`config.mk`:
```
export PLATFORM = sky130hd
export DESIGN_NAME = alu_mdu_seq
export DESIGN_NICKNAME = d
export VERILOG_FILES = /design/src/rtl/lib_pkg.sv /design/src/rtl/alu_mdu_div_iter.sv /design/src/rtl/alu_mdu_seq.sv
export SDC_FILE = /design/constraint.sdc
export NUM_CORES = 1
export LEC_CHECK = 0
export CORE_MARGIN = 3
export CORE_UTILIZATION = 57
export CTS_BUF_LIST = sky130_fd_sc_hd__clkbuf_2 sky130_fd_sc_hd__clkbuf_4 sky130_fd_sc_hd__clkbuf_8
export DETAILED_ROUTE_END_ITERATION = 8
export HOLD_SLACK_MARGIN = 0.02
export PLACE_DENSITY = 0.76
export SETUP_SLACK_MARGIN = 0.05
export SLEW_MARGIN = 20
export SYNTH_ARGS = -nofsm -noshare
export SYNTH_HDL_FRONTEND = slang
export SYNTH_HIERARCHICAL = 1
export SYNTH_SLANG_ARGS = --single-unit
```
`constraint.sdc`:
```
create_clock -name clk -period 9.3 [get_ports clk]
set_input_delay 1.86 -clock clk [delete_from_list [all_inputs] [get_ports clk]]
set_output_delay 1.86 -clock clk [all_outputs]
set_load 0.05 [all_outputs]
```
`src/rtl/lib_pkg.sv`:
```
// Shared types for the execute stage: operation encoding, MDU state encoding,
// and helpers that classify an operation as multiply or divide.
package lib_pkg;

    typedef enum logic [4:0] {
        ALU_ADD,
        ALU_SUB,
        ALU_SLL,
        ALU_SLT,
        ALU_SLTU,
        ALU_XOR,
        ALU_SRL,
        ALU_SRA,
        ALU_OR,
        ALU_AND,
        ALU_MUL,
        ALU_MULH,
        ALU_MULHSU,
        ALU_MULHU,
        ALU_DIV,
        ALU_DIVU,
        ALU_REM,
        ALU_REMU
    } alu_type_t;

    typedef enum logic [1:0] {
        IDLE,
        MUL,
        DIV,
        DONE
    } mdu_state_t;

    function automatic logic is_mul(alu_type_t op);
        return op inside {ALU_MUL, ALU_MULH, ALU_MULHSU, ALU_MULHU};
    endfunction

    function automatic logic is_div(alu_type_t op);
        return op inside {ALU_DIV, ALU_DIVU, ALU_REM, ALU_REMU};
    endfunction

endpackage

```
`src/rtl/alu_mdu_div_iter.sv`:
```
// Restoring-divide datapath on unsigned magnitudes. One quotient bit per step;
// after WIDTH steps the quotient and remainder registers hold the result.
// The *_nxt outputs are the values after the current step, so the caller can
// capture the final result on the same edge as the last step.
module alu_mdu_div_iter #(
    parameter int WIDTH = 32
) (
    input  logic             clk,
    input  logic             rst_n,
    input  logic             load_i,
    input  logic             step_i,
    input  logic             last_i,
    input  logic [WIDTH-1:0] dividend_i,
    input  logic [WIDTH-1:0] divisor_i,
    output logic [WIDTH-1:0] quo_nxt_o,
    output logic [WIDTH-1:0] rem_nxt_o,
    output logic             done_o
);

    logic [WIDTH-1:0] rem_q, quo_q, dsr_q;
    logic [WIDTH-1:0] rem_d, quo_d;
    logic [WIDTH:0]   shifted, diff;

    // One restoring step: shift in the next dividend bit, trial-subtract the divisor
    always_comb begin
        // NOTE: every always_comb output gets a value on every path, otherwise a latch is inferred.
        shifted = {rem_q, quo_q[WIDTH-1]};
        diff    = shifted - {1'b0, dsr_q};
        rem_d   = shifted[WIDTH-1:0];
        quo_d   = {quo_q[WIDTH-2:0], 1'b0};
        if (!diff[WIDTH]) begin
            rem_d = diff[WIDTH-1:0];
            quo_d = {quo_q[WIDTH-2:0], 1'b1};
        end
    end

    // Load operands on accept, advance one bit per step
    always_ff @(posedge clk or negedge rst_n) begin
        // NOTE: datapath registers are reset too, so nothing stale or X can reach the result after reset.
        if (!rst_n) begin
            rem_q <= '0;
            quo_q <= '0;
            dsr_q <= '0;
        end else if (load_i) begin
            rem_q <= '0;
            quo_q <= dividend_i;
            dsr_q <= divisor_i;
        end else if (step_i) begin
            rem_q <= rem_d;
            quo_q <= quo_d;
        end
    end

    assign quo_nxt_o = quo_d;
    assign rem_nxt_o = rem_d;
    assign done_o    = step_i & last_i;

endmodule

```
`src/rtl/alu_mdu_seq.sv`:
```
// Sequential execute unit: single-cycle base integer ops plus iterative
// RV32M multiply (shift-add) and divide (restoring), with valid/ready
// handshakes on both sides and a tag carried alongside each op.
module alu_mdu_seq
    import lib_pkg::*;
#(
    parameter int WIDTH = 32,
    parameter int TAG_W = 5
) (
    input  logic             clk,
    input  logic             rst_n,
    input  logic             flush,
    input  logic             in_valid,
    output logic             in_ready,
    input  alu_type_t        alu_type,
    input  logic [WIDTH-1:0] in0,
    input  logic [WIDTH-1:0] in1,
    input  logic [TAG_W-1:0] in_tag,
    output logic             out_valid,
    input  logic             out_ready,
    output logic [WIDTH-1:0] out,
    output logic [TAG_W-1:0] out_tag,
    output logic             busy
);

    localparam int                 SHAMT_W   = $clog2(WIDTH);
    localparam logic [SHAMT_W-1:0] LAST_ITER = SHAMT_W'(WIDTH - 1);

    mdu_state_t         state_q;
    logic [SHAMT_W-1:0] cnt_q;
    logic [WIDTH-1:0]   out_q;
    logic [TAG_W-1:0]   tag_q;
    logic [2*WIDTH-1:0] prod_q;
    logic [WIDTH-1:0]   mcand_q;
    logic               mul_hi_q;
    logic               res_neg_q;
    logic               div_rem_q;
    logic               div0_q;

    logic               accept;
    logic               a_signed, b_signed, a_neg, b_neg;
    logic [WIDTH-1:0]   a_mag, b_mag;
    logic               res_neg_d, mul_hi_d, div_rem_d;
    logic [WIDTH-1:0]   base_res;
    logic [SHAMT_W-1:0] shamt;
    logic [WIDTH:0]     mul_sum;
    logic [2*WIDTH-1:0] prod_d, prod_fix;
    logic [WIDTH-1:0]   mul_res, div_res;
    logic [WIDTH-1:0]   quo_nxt, rem_nxt;
    logic               div_step, div_last, div_done;

    assign in_ready  = !flush && ((state_q == IDLE) || ((state_q == DONE) && out_ready));
    assign accept    = in_valid && in_ready;
    assign out_valid = (state_q == DONE);
    assign busy      = (state_q != IDLE);
    assign out       = out_q;
    assign out_tag   = tag_q;

    // Operand magnitudes and result-sign bookkeeping for multiply/divide
    always_comb begin
        a_signed  = alu_type inside {ALU_MULH, ALU_MULHSU, ALU_DIV, ALU_REM};
        b_signed  = alu_type inside {ALU_MULH, ALU_DIV, ALU_REM};
        a_neg     = a_signed & in0[WIDTH-1];
        b_neg     = b_signed & in1[WIDTH-1];
        a_mag     = a_neg ? -in0 : in0;
        b_mag     = b_neg ? -in1 : in1;
        div_rem_d = alu_type inside {ALU_REM, ALU_REMU};
        mul_hi_d  = alu_type inside {ALU_MULH, ALU_MULHSU, ALU_MULHU};
        res_neg_d = div_rem_d ? a_neg : (a_neg ^ b_neg);
    end

    // Single-cycle base operations; unknown encodings yield zero
    always_comb begin
        shamt = in1[SHAMT_W-1:0];
        case (alu_type)
            ALU_ADD:  base_res = in0 + in1;
            ALU_SUB:  base_res = in0 - in1;
            ALU_SLL:  base_res = in0 << shamt;
            ALU_SLT:  base_res = {{(WIDTH-1){1'b0}}, ($signed(in0) < $signed(in1))};
            ALU_SLTU: base_res = {{(WIDTH-1){1'b0}}, (in0 < in1)};
            ALU_XOR:  base_res = in0 ^ in1;
            ALU_SRL:  base_res = in0 >> shamt;
            ALU_SRA:  base_res = WIDTH'($signed(in0) >>> shamt);
            ALU_OR:   base_res = in0 | in1;
            ALU_AND:  base_res = in0 & in1;
            default:  base_res = '0;
        endcase
    end

    // Shift-add multiply step: prod_q holds {partial high, remaining multiplier}
    always_comb begin
        mul_sum  = {1'b0, prod_q[2*WIDTH-1:WIDTH]} + (prod_q[0] ? {1'b0, mcand_q} : '0);
        prod_d   = {mul_sum, prod_q[WIDTH-1:1]};
        prod_fix = res_neg_q ? -prod_d : prod_d;
        mul_res  = mul_hi_q ? prod_fix[2*WIDTH-1:WIDTH] : prod_fix[WIDTH-1:0];
    end

    // Sign fix of the divider result; divide-by-zero forces an all-ones quotient.
    // Signed overflow needs no special case: |min|/1 on magnitudes already yields min, rem 0.
    always_comb begin
        if (div_rem_q) begin
            div_res = res_neg_q ? -rem_nxt : rem_nxt;
        end else if (div0_q) begin
            div_res = '1;
        end else begin
            div_res = res_neg_q ? -quo_nxt : quo_nxt;
        end
    end

    assign div_step = (state_q == DIV);
    assign div_last = (cnt_q == LAST_ITER);

    alu_mdu_div_iter #(
        .WIDTH (WIDTH)
    ) u_div (
        .clk        (clk),
        .rst_n      (rst_n),
        .load_i     (accept && is_div(alu_type)),
        .step_i     (div_step),
        .last_i     (div_last),
        .dividend_i (a_mag),
        .divisor_i  (b_mag),
        .quo_nxt_o  (quo_nxt),
        .rem_nxt_o  (rem_nxt),
        .done_o     (div_done)
    );

    // Control FSM with registered result, tag and multiply datapath
    always_ff @(posedge clk or negedge rst_n) begin
        if (!rst_n) begin
            state_q   <= IDLE;
            cnt_q     <= '0;
            out_q     <= '0;
            tag_q     <= '0;
            prod_q    <= '0;
            mcand_q   <= '0;
            mul_hi_q  <= 1'b0;
            res_neg_q <= 1'b0;
            div_rem_q <= 1'b0;
            div0_q    <= 1'b0;
        end else if (flush) begin
            state_q <= IDLE;
            cnt_q   <= '0;
        end else if (accept) begin
            tag_q     <= in_tag;
            cnt_q     <= '0;
            res_neg_q <= res_neg_d;
            mul_hi_q  <= mul_hi_d;
            div_rem_q <= div_rem_d;
            div0_q    <= (in1 == '0);
            if (is_mul(alu_type)) begin
                state_q <= MUL;
                prod_q  <= {{WIDTH{1'b0}}, b_mag};
                mcand_q <= a_mag;
            end else if (is_div(alu_type)) begin
                state_q <= DIV;
            end else begin
                state_q <= DONE;
                out_q   <= base_res;
            end
        end else begin
            case (state_q)
                MUL: begin
                    prod_q <= prod_d;
                    cnt_q  <= cnt_q + SHAMT_W'(1);
                    if (div_last) begin
                        state_q <= DONE;
                        out_q   <= mul_res;
                        cnt_q   <= '0;
                    end
                end
                DIV: begin
                    cnt_q <= cnt_q + SHAMT_W'(1);
                    if (div_done) begin
                        state_q <= DONE;
                        out_q   <= div_res;
                        cnt_q   <= '0;
                    end
                end
                DONE: begin
                    if (out_ready) state_q <= IDLE;
                end
                default: state_q <= IDLE;
            endcase
        end
    end

endmodule

```
Yosys cells after proc, flatten, opt, wreduce, memory -nomap -nowiden
Index checks and enable logic that the tools add are counted.
- flip-flop bits (word level): 240
- output and inout bits: 40
- add/subtract/negate cells: 10
- magnitude comparators: 2
- eq/ne operators: 29
- shifts and indexed selects: 3
- multiplexer cells: 39
- bitwise gates (word level): 8
- reductions and logical operators: 25
- operators by type and width (cell ; count):
    $mux 32 ; 18
    $pmux 32 s10 ; 1
    $mux 64 ; 4
    $neg 32->32 ; 4
    $lt 32x32->1 ; 2
    $neg 64->64 ; 1
    $pmux 32 s2 ; 1
    $eq 5x4->1 const B ; 8
    $add 32x32->33 ; 1
    $sub 33x32->33 ; 1
    $add 32x32->32 ; 1
    $and 32x32->32 ; 1
    $logic_not 32->1 ; 1
    $or 32x32->32 ; 1
    $shl 32x5->32 ; 1
    $shr 32x5->32 ; 1
    $sshr 32x5->32 ; 1
    $sub 32x32->32 ; 1
    $xor 32x32->32 ; 1
    $eq 5x3->1 const B ; 4
    $mux 5 ; 4
    $reduce_bool 4->1 ; 4
    $eq 5x5->1 const B ; 3
    $mux 2 ; 6
    28 further kinds ; 45

Longest topological paths before layout
Gate-level depths: netlist of run 1.
- word-level depth: 9
- depth in mapped cells: 24

Cells and area by module
The synthesis of run 1 kept the hierarchy.
- modules (own cells, without submodules) (module ; times used ; cells an instance ; area each (um^2) ; seq. area each (um^2)):
    alu_mdu_seq ; 1 ; 2879 ; 21625.7 ; 3603.5
    alu_mdu_div_iter ; 1 ; 766 ; 6683.9 ; 2402.3

Worst setup path before layout of run 1
OpenSTA, ideal clock, no wires.
- path kind: reg2reg
- start: reg u_div.quo_q[31]
- end: reg out_q[31], in the netlist out[31]
- library setup time: 0.126 ns
- arrival: 5.364 ns
- required time: 9.174 ns
- slack: 3.810 ns
- cell stages (with the launch flop): 23
- buffers on the path: 1
- period minus slack after synthesis: 5.490 ns
- cells stage by stage: dfrtp_1 -> inv_1 -> ha_1 -> inv_1 -> fa_1 -> a211oi_1 -> o21a_1 -> a221o_1 -> a2111oi_4 -> o21a_2 -> o211ai_4 -> buf_6 -> mux2_4 -> or4_1 -> or3_1 -> or3_1 -> or3_1 -> o31ai_1 -> xor2_1 -> a221oi_1 -> a21oi_1 -> o21ai_0 -> o32a_1
- elaborated cells on any way between the ends: 12
- RTL lines (item ; RTL line ; text):
    from (decl) ; alu_mdu_div_iter.sv:20 ; logic [WIDTH-1:0] rem_q, quo_q, dsr_q;
    from (signal assigned) ; alu_mdu_div_iter.sv:46 ; quo_q <= dividend_i;
    from (signal assigned) ; alu_mdu_div_iter.sv:50 ; quo_q <= quo_d;
    $sub 33x32->33 ; alu_mdu_div_iter.sv:28 ; diff = shifted - {1'b0, dsr_q};
    $mux 32 ; alu_mdu_div_iter.sv:31 ; if (!diff[WIDTH]) begin
    named net rem_nxt[22] ; alu_mdu_seq.sv:49 ; logic [WIDTH-1:0] quo_nxt, rem_nxt;
    $neg 32->32 ; alu_mdu_seq.sv:102 ; div_res = res_neg_q ? -rem_nxt : rem_nxt;
    $mux 32 ; alu_mdu_seq.sv:102 ;
    $mux 32 ; alu_mdu_seq.sv:101 ; if (div_rem_q) begin
    $mux 32 ; alu_mdu_seq.sv:174 ; if (div_done) begin
    $pmux 32 s2 ; alu_mdu_seq.sv:162 ; case (state_q)
    $mux 32 ; alu_mdu_seq.sv:144 ; end else if (accept) begin
    to (signal assigned) ; alu_mdu_seq.sv:159 ; out_q <= base_res;
    to (signal assigned) ; alu_mdu_seq.sv:168 ; out_q <= mul_res;
    to (signal assigned) ; alu_mdu_seq.sv:176 ; out_q <= div_res;
    to (decl) ; alu_mdu_seq.sv:31 ; logic [WIDTH-1:0] out_q;
The timed path passes the listed nets, and every way through them passes these cells. The select of a mux whose other input is x is not followed.
A chain may end at the register's enable or synchronous reset.

Worst setup path in the final report of run 1
- start: reg u_div.quo_q[31]
- end: reg out_q[31], in the netlist out[31]
- word-level cells in the longest chain between the ends: 9
- elaborated cells on any way between the ends: 12
- ends and longest elaborated chain (item ; RTL line ; text):
    $sub 33x32->33 ; alu_mdu_div_iter.sv:28 ;
    $mux 1 ; alu_mdu_div_iter.sv:31 ;
    named net quo_nxt[0] ; alu_mdu_seq.sv:49 ;
    $neg 32->32 ; alu_mdu_seq.sv:106 ; div_res = res_neg_q ? -quo_nxt : quo_nxt;
    $mux 32 ; alu_mdu_seq.sv:106 ;
    $mux 32 ; alu_mdu_seq.sv:103 ; end else if (div0_q) begin
    $mux 32 ; alu_mdu_seq.sv:101 ;
    $mux 32 ; alu_mdu_seq.sv:174 ;
    $pmux 32 s2 ; alu_mdu_seq.sv:162 ;
    $mux 32 ; alu_mdu_seq.sv:144 ;
The timed path passes the listed nets, and every way through them passes these cells. The select of a mux whose other input is x is not followed.

==> results of run 1 <==
synthesized netlist by cell type (15+ instances only):
library cell	instances	area (um^2)
sky130_fd_sc_hd__o22ai_1	16	100
sky130_fd_sc_hd__mux2i_1	115	1150
sky130_fd_sc_hd__o21ai_0	361	1810
sky130_fd_sc_hd__buf_1	22	82.6
sky130_fd_sc_hd__or3_1	38	238
sky130_fd_sc_hd__a221o_1	15	150
sky130_fd_sc_hd__a211oi_1	41	308
sky130_fd_sc_hd__inv_1	171	642
sky130_fd_sc_hd__a21o_1	28	210
sky130_fd_sc_hd__and3_1	28	175
sky130_fd_sc_hd__o31ai_1	55	413
sky130_fd_sc_hd__buf_2	17	85.1
sky130_fd_sc_hd__or2_2	15	93.8
sky130_fd_sc_hd__dfrtp_1	240	6010
sky130_fd_sc_hd__a22oi_1	15	113
sky130_fd_sc_hd__o41ai_1	17	149
sky130_fd_sc_hd__a221oi_1	52	455
sky130_fd_sc_hd__mux2_2	36	405
sky130_fd_sc_hd__nor3_1	77	385
sky130_fd_sc_hd__buf_4	33	248
sky130_fd_sc_hd__nand2b_1	25	156
sky130_fd_sc_hd__mux4_2	58	1310
sky130_fd_sc_hd__clkbuf_1	208	781
sky130_fd_sc_hd__o211ai_1	36	270
sky130_fd_sc_hd__xnor2_1	123	1080
sky130_fd_sc_hd__nor4_1	23	144
sky130_fd_sc_hd__a21oi_1	226	1130
sky130_fd_sc_hd__mux2_4	22	330
sky130_fd_sc_hd__nand3_1	90	450
sky130_fd_sc_hd__o21a_1	42	315
sky130_fd_sc_hd__ha_1	172	2150
sky130_fd_sc_hd__or4_1	20	150
sky130_fd_sc_hd__nor2_1	328	1230
sky130_fd_sc_hd__o21bai_1	33	248
sky130_fd_sc_hd__nor2b_1	23	144
sky130_fd_sc_hd__nand4_1	29	181
sky130_fd_sc_hd__xor2_1	94	823
sky130_fd_sc_hd__and2_1	48	300
sky130_fd_sc_hd__nand2_1	371	1390
sky130_fd_sc_hd__a31oi_1	54	338
registers in the layout, summed over array words and instances (netlist names), 2 cells and up:
name         count
out_tag          5
state_q          2
prod_q          64
cnt_q            5
u_div/dsr_q     32
mcand_q         32
out             32
u_div/rem_q     32
u_div/quo_q     32
worst max path at each step:
| stage | from | end | slack [ps] | depth (start not counted) |
|---|---|---|---|---|
| after floorplan | u_div/quo_q[31] | out[31] | 3810 | 22 |
| after global placement | u_div/quo_q[31] | out[20] | 2200 | 20 |
| after detailed placement | in1[4] | out[0] | 2540 | 15 |
| after CTS | u_div/quo_q[31] | out[31] | 2670 | 22 |
| after global routing | u_div/quo_q[31] | out[23] | 2160 | 21 |
| final | u_div/quo_q[31] | out[31] | 2640 | 22 |
kinds of logic (layout without fill, tap and decap cells):
kind of cell	after synthesis	in the layout
flops	240	240
buf+inv	462	431
mux	231	231
compound gates	1155	1155
simple gates	1163	1163
xor+xnor	218	218
other cells	0	2
fa+ha+maj	176	176
area by class of cell:
type	count	area, um^2
Antenna cell	2	5.00
Clock buffer	64	850
Clock inverter	19	211
Fill cell	4559	18400
Inverter	176	661
Multi-Input combinational cell	2943	20500
Sequential cell	240	6010
Tap cell	664	831
Timing Repair Buffer	172	1590
power by group through the flow:
stage	clock network (mW)	logic [mW]	registers, mW
floorplan	0	4.82	2.02
global placement	0	6.62	2.05
detailed placement	0	6.66	2.06
CTS	1.24	6.71	2.05
global route	1.28	7.38	2.12
finish	1.23	6.92	2.09
critical path: stages (launching register included):
cell and delay [ps]:
sky130_fd_sc_hd__dfrtp_1 380, sky130_fd_sc_hd__inv_1 80, sky130_fd_sc_hd__ha_1 180, sky130_fd_sc_hd__inv_1 60, sky130_fd_sc_hd__fa_1 420, sky130_fd_sc_hd__a211oi_1 250, sky130_fd_sc_hd__o21a_1 220, sky130_fd_sc_hd__a221o_1 310
sky130_fd_sc_hd__a2111oi_4 130, sky130_fd_sc_hd__o21a_2 240, sky130_fd_sc_hd__o211ai_4 710, sky130_fd_sc_hd__buf_4 470, sky130_fd_sc_hd__mux2_4 360, sky130_fd_sc_hd__or4_1 570, sky130_fd_sc_hd__or3_1 360, sky130_fd_sc_hd__or3_1 360
sky130_fd_sc_hd__or3_1 340, sky130_fd_sc_hd__o31ai_1 290, sky130_fd_sc_hd__xor2_1 180, sky130_fd_sc_hd__a221oi_1 100, sky130_fd_sc_hd__a21oi_1 140, sky130_fd_sc_hd__o21ai_0 80, sky130_fd_sc_hd__o32a_1 370
metrics by stage:
stage | power (mW) | instances | instance area (um^2) | hold WS, ps | setup slack, ps
finish | 10.2 | 4280 | 30600 | 477 | 2640
CTS | 10.0 | 4278 | 30600 | 480 | 2670
global route | 10.8 | 4279 | 30600 | 489 | 2160
detailed placement | 8.72 | 4195 | 29500 | 465 | 2540
global placement | 8.67 | 4194 | 29500 | 458 | 2200
floorplan | 6.84 | 3645 | 28300 | 442 | 3810
placed cells by master (no fill, tap or decap), types with 20 or more instances in the layout:
cell type / n
sky130_fd_sc_hd__nand2_1: 371
sky130_fd_sc_hd__o21ai_0: 361
sky130_fd_sc_hd__nor2_1: 327
sky130_fd_sc_hd__dfrtp_1: 238
sky130_fd_sc_hd__a21oi_1: 225
sky130_fd_sc_hd__inv_1: 171
sky130_fd_sc_hd__ha_1: 171
sky130_fd_sc_hd__xnor2_1: 123
sky130_fd_sc_hd__mux2i_1: 115
sky130_fd_sc_hd__clkdlybuf4s50_1: 113
sky130_fd_sc_hd__xor2_1: 94
sky130_fd_sc_hd__nand3_1: 89
sky130_fd_sc_hd__nor3_1: 74
sky130_fd_sc_hd__clkbuf_8: 59
sky130_fd_sc_hd__mux4_2: 58
sky130_fd_sc_hd__o31ai_1: 55
sky130_fd_sc_hd__a31oi_1: 54
sky130_fd_sc_hd__buf_4: 53
sky130_fd_sc_hd__a221oi_1: 52
sky130_fd_sc_hd__and2_1: 46
sky130_fd_sc_hd__o21a_1: 42
sky130_fd_sc_hd__a211oi_1: 41
sky130_fd_sc_hd__or3_1: 38
sky130_fd_sc_hd__o211ai_1: 36
sky130_fd_sc_hd__mux2_2: 36
sky130_fd_sc_hd__o21bai_1: 33
sky130_fd_sc_hd__nand4_1: 29
sky130_fd_sc_hd__and3_1: 28
sky130_fd_sc_hd__a21o_1: 28
sky130_fd_sc_hd__nand2b_1: 25
sky130_fd_sc_hd__nor2b_1: 23
sky130_fd_sc_hd__nor4_1: 23
sky130_fd_sc_hd__mux2_4: 22
sky130_fd_sc_hd__or4_1: 20
layer usage:
| metal | global-route usage (%) | wire length (um) |
|---|---|---|
| met1 | 56.0 | 44000 |
| met2 | 65.0 | 49100 |
| met3 | 9.21 | 14000 |
| met4 | 28.0 | 9970 |
| met5 | 0 | 13 |
==> results.md, run 1 <==
- Outcome: complete, no violations
- Synth-to-layout area growth: 8.13%
- Power share of the combinational group: 67.5%
- Vertical die dimension: 229 um
- Sw Share: 53.3%
- Max frequency: 150 MHz
- Total of endpoints with negative setup slack in the final report: 0
- Xor-xnor portion of the synthesized cell area: 6.77%
- Number of register bits inferred by synthesis: 240
- Io pins: 119
- Fin crit period: 6660 ps
- Share of synthesized cell area in and, or, nand and nor gates: 19.4%
- Number of CTS-inserted buffers: 46
- Slew at the pin with the worst max-slew slack: 1330 ps
- Final antenna-violating net count: 0
- Post-route clock period utilization: 71.7%
- Layout net count: 3,834
- Worst reg2reg path startpoint: u_div/quo_q[31]
- Commonest register cell after synthesis: sky130_fd_sc_hd__dfrtp_1
- Endpoint class of the critical path: flop
- Sequential fraction of the synthesis area: 21.2%
- CTS sink cnt: 240
- Number of vias in the routed layout: 29,900
- Root buffer cell: sky130_fd_sc_hd__clkbuf_8
- Share of cells above drive strength 1: 9.44%
- Skew final: 39.5 ps
- Gate count of the mapped netlist: 3,645
- Clock tree from TritonCTS: built
- Reg2reg setup slack: 2640 ps
- Largest net degree at the start of global routing: 168
- Clock network fraction of design power: 12.1%
- Die outline area: 52,400 um^2
- Worst max-slew margin expressed relative to the limit: 10.9%
- H-tree level count: 2
- Nets in the synthesized netlist: 3,900
- Combinational family with the most area after synthesis: compound AO/OA/AOI/OAI gates
- Startpoint of the lowest-slack hold path: out_tag[0]
- Hold-fix buffer count after cts: 0
- VDD IR max: 198 uV
- Required arrival time at the worst endpoint: 9820 ps
- Number of vias per cell after detailed routing: 6.99
- Count of flip-flops with a built-in enable after synthesis: 0
- DRT Pass-1 Iters: 6
- Max-capacitance violation count: 0
- Leakage power: 12.2 nW
- Wire length of the first global-routing pass: 174,000 um
- WL final: 117,000 um
- Initial antenna violation count: 3
- Clock slew at the register clock pins of the worst setup and hold paths: 80 ps
- Average wire per standard cell: 27.4 um
- Total congestion overflow after global routing: 0
- Async S/R FF share, synth: 100%
- Number of global-route vias before repair: 27,600
- Skew-Pair Late Insertion Delay: 640 ps
- Number of endpoints with negative hold slack in the final report: 0
- Power density of the placed cells: 335 nW/um^2
- DRC violations left: 0
- Endpoint of the worst hold path: out_tag[0]
- Clock Tree Buf Depth: 3
- Startpoint-to-endpoint class of the critical path: flop to flop
- Chip width: 229 um
- Combined global-route utilization of all metal layers: 43.1%
- Kind of start point of the critical path: flop
- Yosys synthesis warning count: 6
- Crit-path max FO: 25
- Cts repair resizes: 0
- Capture point of the worst reg-to-reg path: out[31]
- Internal power: 4.78 mW
- Fraction of the mapped netlist area in adder cells: 7.88%
- Core utilization of the finished layout: 62.4%
- Row Count: 81
- Iteration-0 DRC Markers: 4,588
- Net switching component of the power: 5.46 mW
- Max-slew violations: 0
- Setup repair after global routing missed its margin: no
- Total Negative Setup Slacks: 0 ps
- Buffer count from post-CTS setup fixing: 0
- Core footprint: 49,100 um^2
- Count of distinct cell types in the synthesized netlist: 107
- Synth Cell Area: 28,300 um^2
- FF-to-FF path depth: 22
- Final weighted congestion in routability-driven placement: 1.09
- Mean instance size in the synthesized netlist: 7.77 um^2
- Number of cells on the worst hold path: 2
- Initial core utilization: 57.7%
- Share of the synthesized area in compound gates (AO/OA/AOI/OAI): 26.7%
- Total of buffers placed on input and output ports: 118
- HPWL Detailed: 88,800 um
- Sequential fraction of design power: 20.4%
- Fraction of synthesized area in multiplexers: 11.3%
- Worst Hold Class: flop to flop
- Data arrival at the endpoint of the critical path: 7190 ps
Power figures use the tool's default switching activity.
==> run 2: changes to the inputs <==
==> constraint.sdc (replaced) <==
create_clock -name clk -period 6.4 [get_ports clk]
set_input_delay 1.28 -clock clk [delete_from_list [all_inputs] [get_ports clk]]
set_output_delay 1.28 -clock clk [all_outputs]
set_load 0.05 [all_outputs]
==> run 2 against run 1 <==
Non-clock buffer count up 75. Final cell count is 1.6% higher. Routed wire length up 5.5%. Setup slack lost 2300 ps. Via count increased by 1.3%. Cell area increased by 1.5%. Register-to-register slack got worse by 2300 ps. Clock skew rose by 5.1 ps. Clock power up 36%. Fmax up 9.2%. Flip-flop and latch count unchanged. Largest cell class unchanged.
==> results.md, run 2 (synthesis gave the netlist of run 1 again) <==
- Cts repair resizes: 0
- Chip width: 229 um
- Core footprint: 49,100 um^2
- Worst hold slack: 472 ps
- Average wire per standard cell: 28.4 um
- Max-slew violations: 0
- Leakage power: 12.6 nW
- Leading cell type in the layout, fill and taps excluded: sky130_fd_sc_hd__nand2_1
- Worst stage delay on the critical path: 620 ps
- Synth-to-layout area growth: 9.77%
- Layout net count: 3,908
- Clock tree from TritonCTS: built
- Iteration-0 DRC Markers: 4,428
- Required arrival time at the worst endpoint: 6900 ps
- Final weighted congestion in routability-driven placement: 1.08
- Fin crit period: 6100 ps
- DRT Pass-1 Iters: 8
- Kind of start point of the critical path: flop
- Number of global-route vias before repair: 28,400
- Max frequency: 164 MHz
- Root buffer cell: sky130_fd_sc_hd__clkbuf_8
- Skew final: 44.6 ps
- Total congestion overflow after global routing: 0
- Final Power: 14.9 mW
- Post-route clock period utilization: 95.4%
- Largest net degree at the start of global routing: 161
- Initial antenna violation count: 5
- List of cells traversed by the critical path: inv_1, ha_1, inv_1, fa_1, a211oi_1, o21a_1, a221o_1, a2111oi_4, o21a_2, o211ai_4, mux2_4, or4_1, nor4_1, nand2b_1, or4_1, o31ai_1, xor2_1, a221oi_1, a21oi_1, o21ai_0, o32a_1
- Worst Hold Class: flop to flop
- Total Negative Setup Slacks: 0 ps
- Wire length of the first global-routing pass: 183,000 um
- VDD IR max: 269 uV
- Number of vias in the routed layout: 30,300
- Vertical die dimension: 229 um
- Dominant delay contributor by cell family on the critical path: compound AO/OA/AOI/OAI gates
- Number of vias per cell after detailed routing: 6.97
- Setup repair after global routing missed its margin: no
- Slew at the pin with the worst max-slew slack: 1210 ps
- Hold-fix buffer count after cts: 0
- Skew-Pair Late Insertion Delay: 650 ps
- Io pins: 119
- Power density of the placed cells: 479 nW/um^2
- H-tree level count: 2
- Clock slew at the register clock pins of the worst setup and hold paths: 60 ps
- Final antenna-violating net count: 0
- Number of buffer and inverter stages on the critical path: 2
- DRC violations left: 0
- Buffer count from post-CTS setup fixing: 0
- Combined global-route utilization of all metal layers: 45.7%
- Max-capacitance violation count: 0
- Total of endpoints with negative setup slack in the final report: 0
- Die outline area: 52,400 um^2
- Commonest cells after routing, fill and taps aside: sky130_fd_sc_hd__nand2_1 (371), sky130_fd_sc_hd__o21ai_0 (361), sky130_fd_sc_hd__nor2_1 (327), sky130_fd_sc_hd__dfrtp_1 (238), sky130_fd_sc_hd__a21oi_1 (225)
- Flip-flop count of the largest register after layout: 64
- WL final: 123,000 um
- HPWL Detailed: 94,800 um
- Row Count: 81
- Worst max-slew margin expressed relative to the limit: 19.3%
- Crit-path max FO: 11
- Total of buffers placed on input and output ports: 118
- Clock Tree Buf Depth: 3
- Startpoint-to-endpoint class of the critical path: flop to flop
- Number of CTS-inserted buffers: 45
- Outcome: complete, no violations
- CTS sink cnt: 240
- Data arrival at the endpoint of the critical path: 6600 ps
- Endpoint class of the critical path: flop
- Crit path max-delay cell type: sky130_fd_sc_hd__or4_1
- Share of cells above drive strength 1: 11.1%
- Reg2reg setup slack: 300 ps
- Most flop-heavy register: prod_q
- Initial core utilization: 57.7%
- Number of endpoints with negative hold slack in the final report: 0
==> run 2: cell types whose count changed in the layout (fill, tap and decap cells not counted), moves of 2 or more <==
cell	previous run	this run
sky130_fd_sc_hd__buf_4	53	128
sky130_fd_sc_hd__bufinv_16	4	2
sky130_fd_sc_hd__clkbuf_4	5	8
sky130_fd_sc_hd__clkinv_2	9	7
sky130_fd_sc_hd__clkinvlp_4	5	0
==> run 2: final timing paths <==
check                                start              to  depth (start not counted)
setup / recovery           u_div/quo_q[31]         out[31]                         21
hold / removal                  out_tag[1]      out_tag[1]                          2
setup reg to reg           u_div/quo_q[31]         out[31]                         21
hold reg to reg                 out_tag[1]      out_tag[1]                          2
max in group asynchronous            rst_n  u_div/rem_q[8]                          2
min in group asynchronous            rst_n      prod_q[59]                          1
==> run 2: worst register-to-register path, cell delays in order, from the launching register on <==
cell and delay (ps):
sky130_fd_sc_hd__dfrtp_1 380, sky130_fd_sc_hd__inv_1 70, sky130_fd_sc_hd__ha_1 190, sky130_fd_sc_hd__inv_1 60, sky130_fd_sc_hd__fa_1 430, sky130_fd_sc_hd__a211oi_1 240
sky130_fd_sc_hd__o21a_1 230, sky130_fd_sc_hd__a221o_1 280, sky130_fd_sc_hd__a2111oi_4 130, sky130_fd_sc_hd__o21a_2 240, sky130_fd_sc_hd__o211ai_4 460, sky130_fd_sc_hd__mux2_4 380
sky130_fd_sc_hd__or4_1 590, sky130_fd_sc_hd__nor4_1 310, sky130_fd_sc_hd__nand2b_1 150, sky130_fd_sc_hd__or4_1 620, sky130_fd_sc_hd__o31ai_1 330, sky130_fd_sc_hd__xor2_1 190
sky130_fd_sc_hd__a221oi_1 100, sky130_fd_sc_hd__a21oi_1 140, sky130_fd_sc_hd__o21ai_0 90, sky130_fd_sc_hd__o32a_1 360
==> run 2: power breakdown <==
| group | internal, mW | switching, mW |
|---|---|---|
| Clock | 0.936 | 0.738 |
| Combinational | 3.85 | 6.38 |
| Sequential | 2.21 | 0.775 |
| Total | 7.00 | 7.89 |
==> run 2: through the flow <==
step / cells / utilization (%) / setup WS (ps) / area, um^2
5_1_grt: 4347 / 63.4 / 61.6 / 31100
3_3_place_gp: 4270 / 61.4 / 440 / 30100
2_1_floorplan: 3645 / - / 910 / 28300
6_report: 4347 / 63.4 / 296 / 31100
4_1_cts: 4346 / 63.3 / 316 / 31100
3_5_place_dp: 4270 / 61.4 / 387 / 30100
==> run 2: area by class of cell <==
type | instances | area [um^2]
multi-input combinational | 2943 | 20400
fill | 4462 | 18000
sequential | 240 | 6010
timing repair buffer | 247 | 2160
clock buffer | 66 | 858
tap | 664 | 831
inverter | 176 | 661
clock inverter | 10 | 104
antenna | 1 | 2.50
==> run 2: layer usage <==
layer / GRT usage (%) / up-vias / wire length, um
met5: 0 / - / 46
met4: 30.4 / 8 / 10400
met3: 11.8 / 533 / 14700
met2: 69.9 / 2049 / 53100
met1: 56.9 / 14400 / 45200
li1: - / 13300 / -
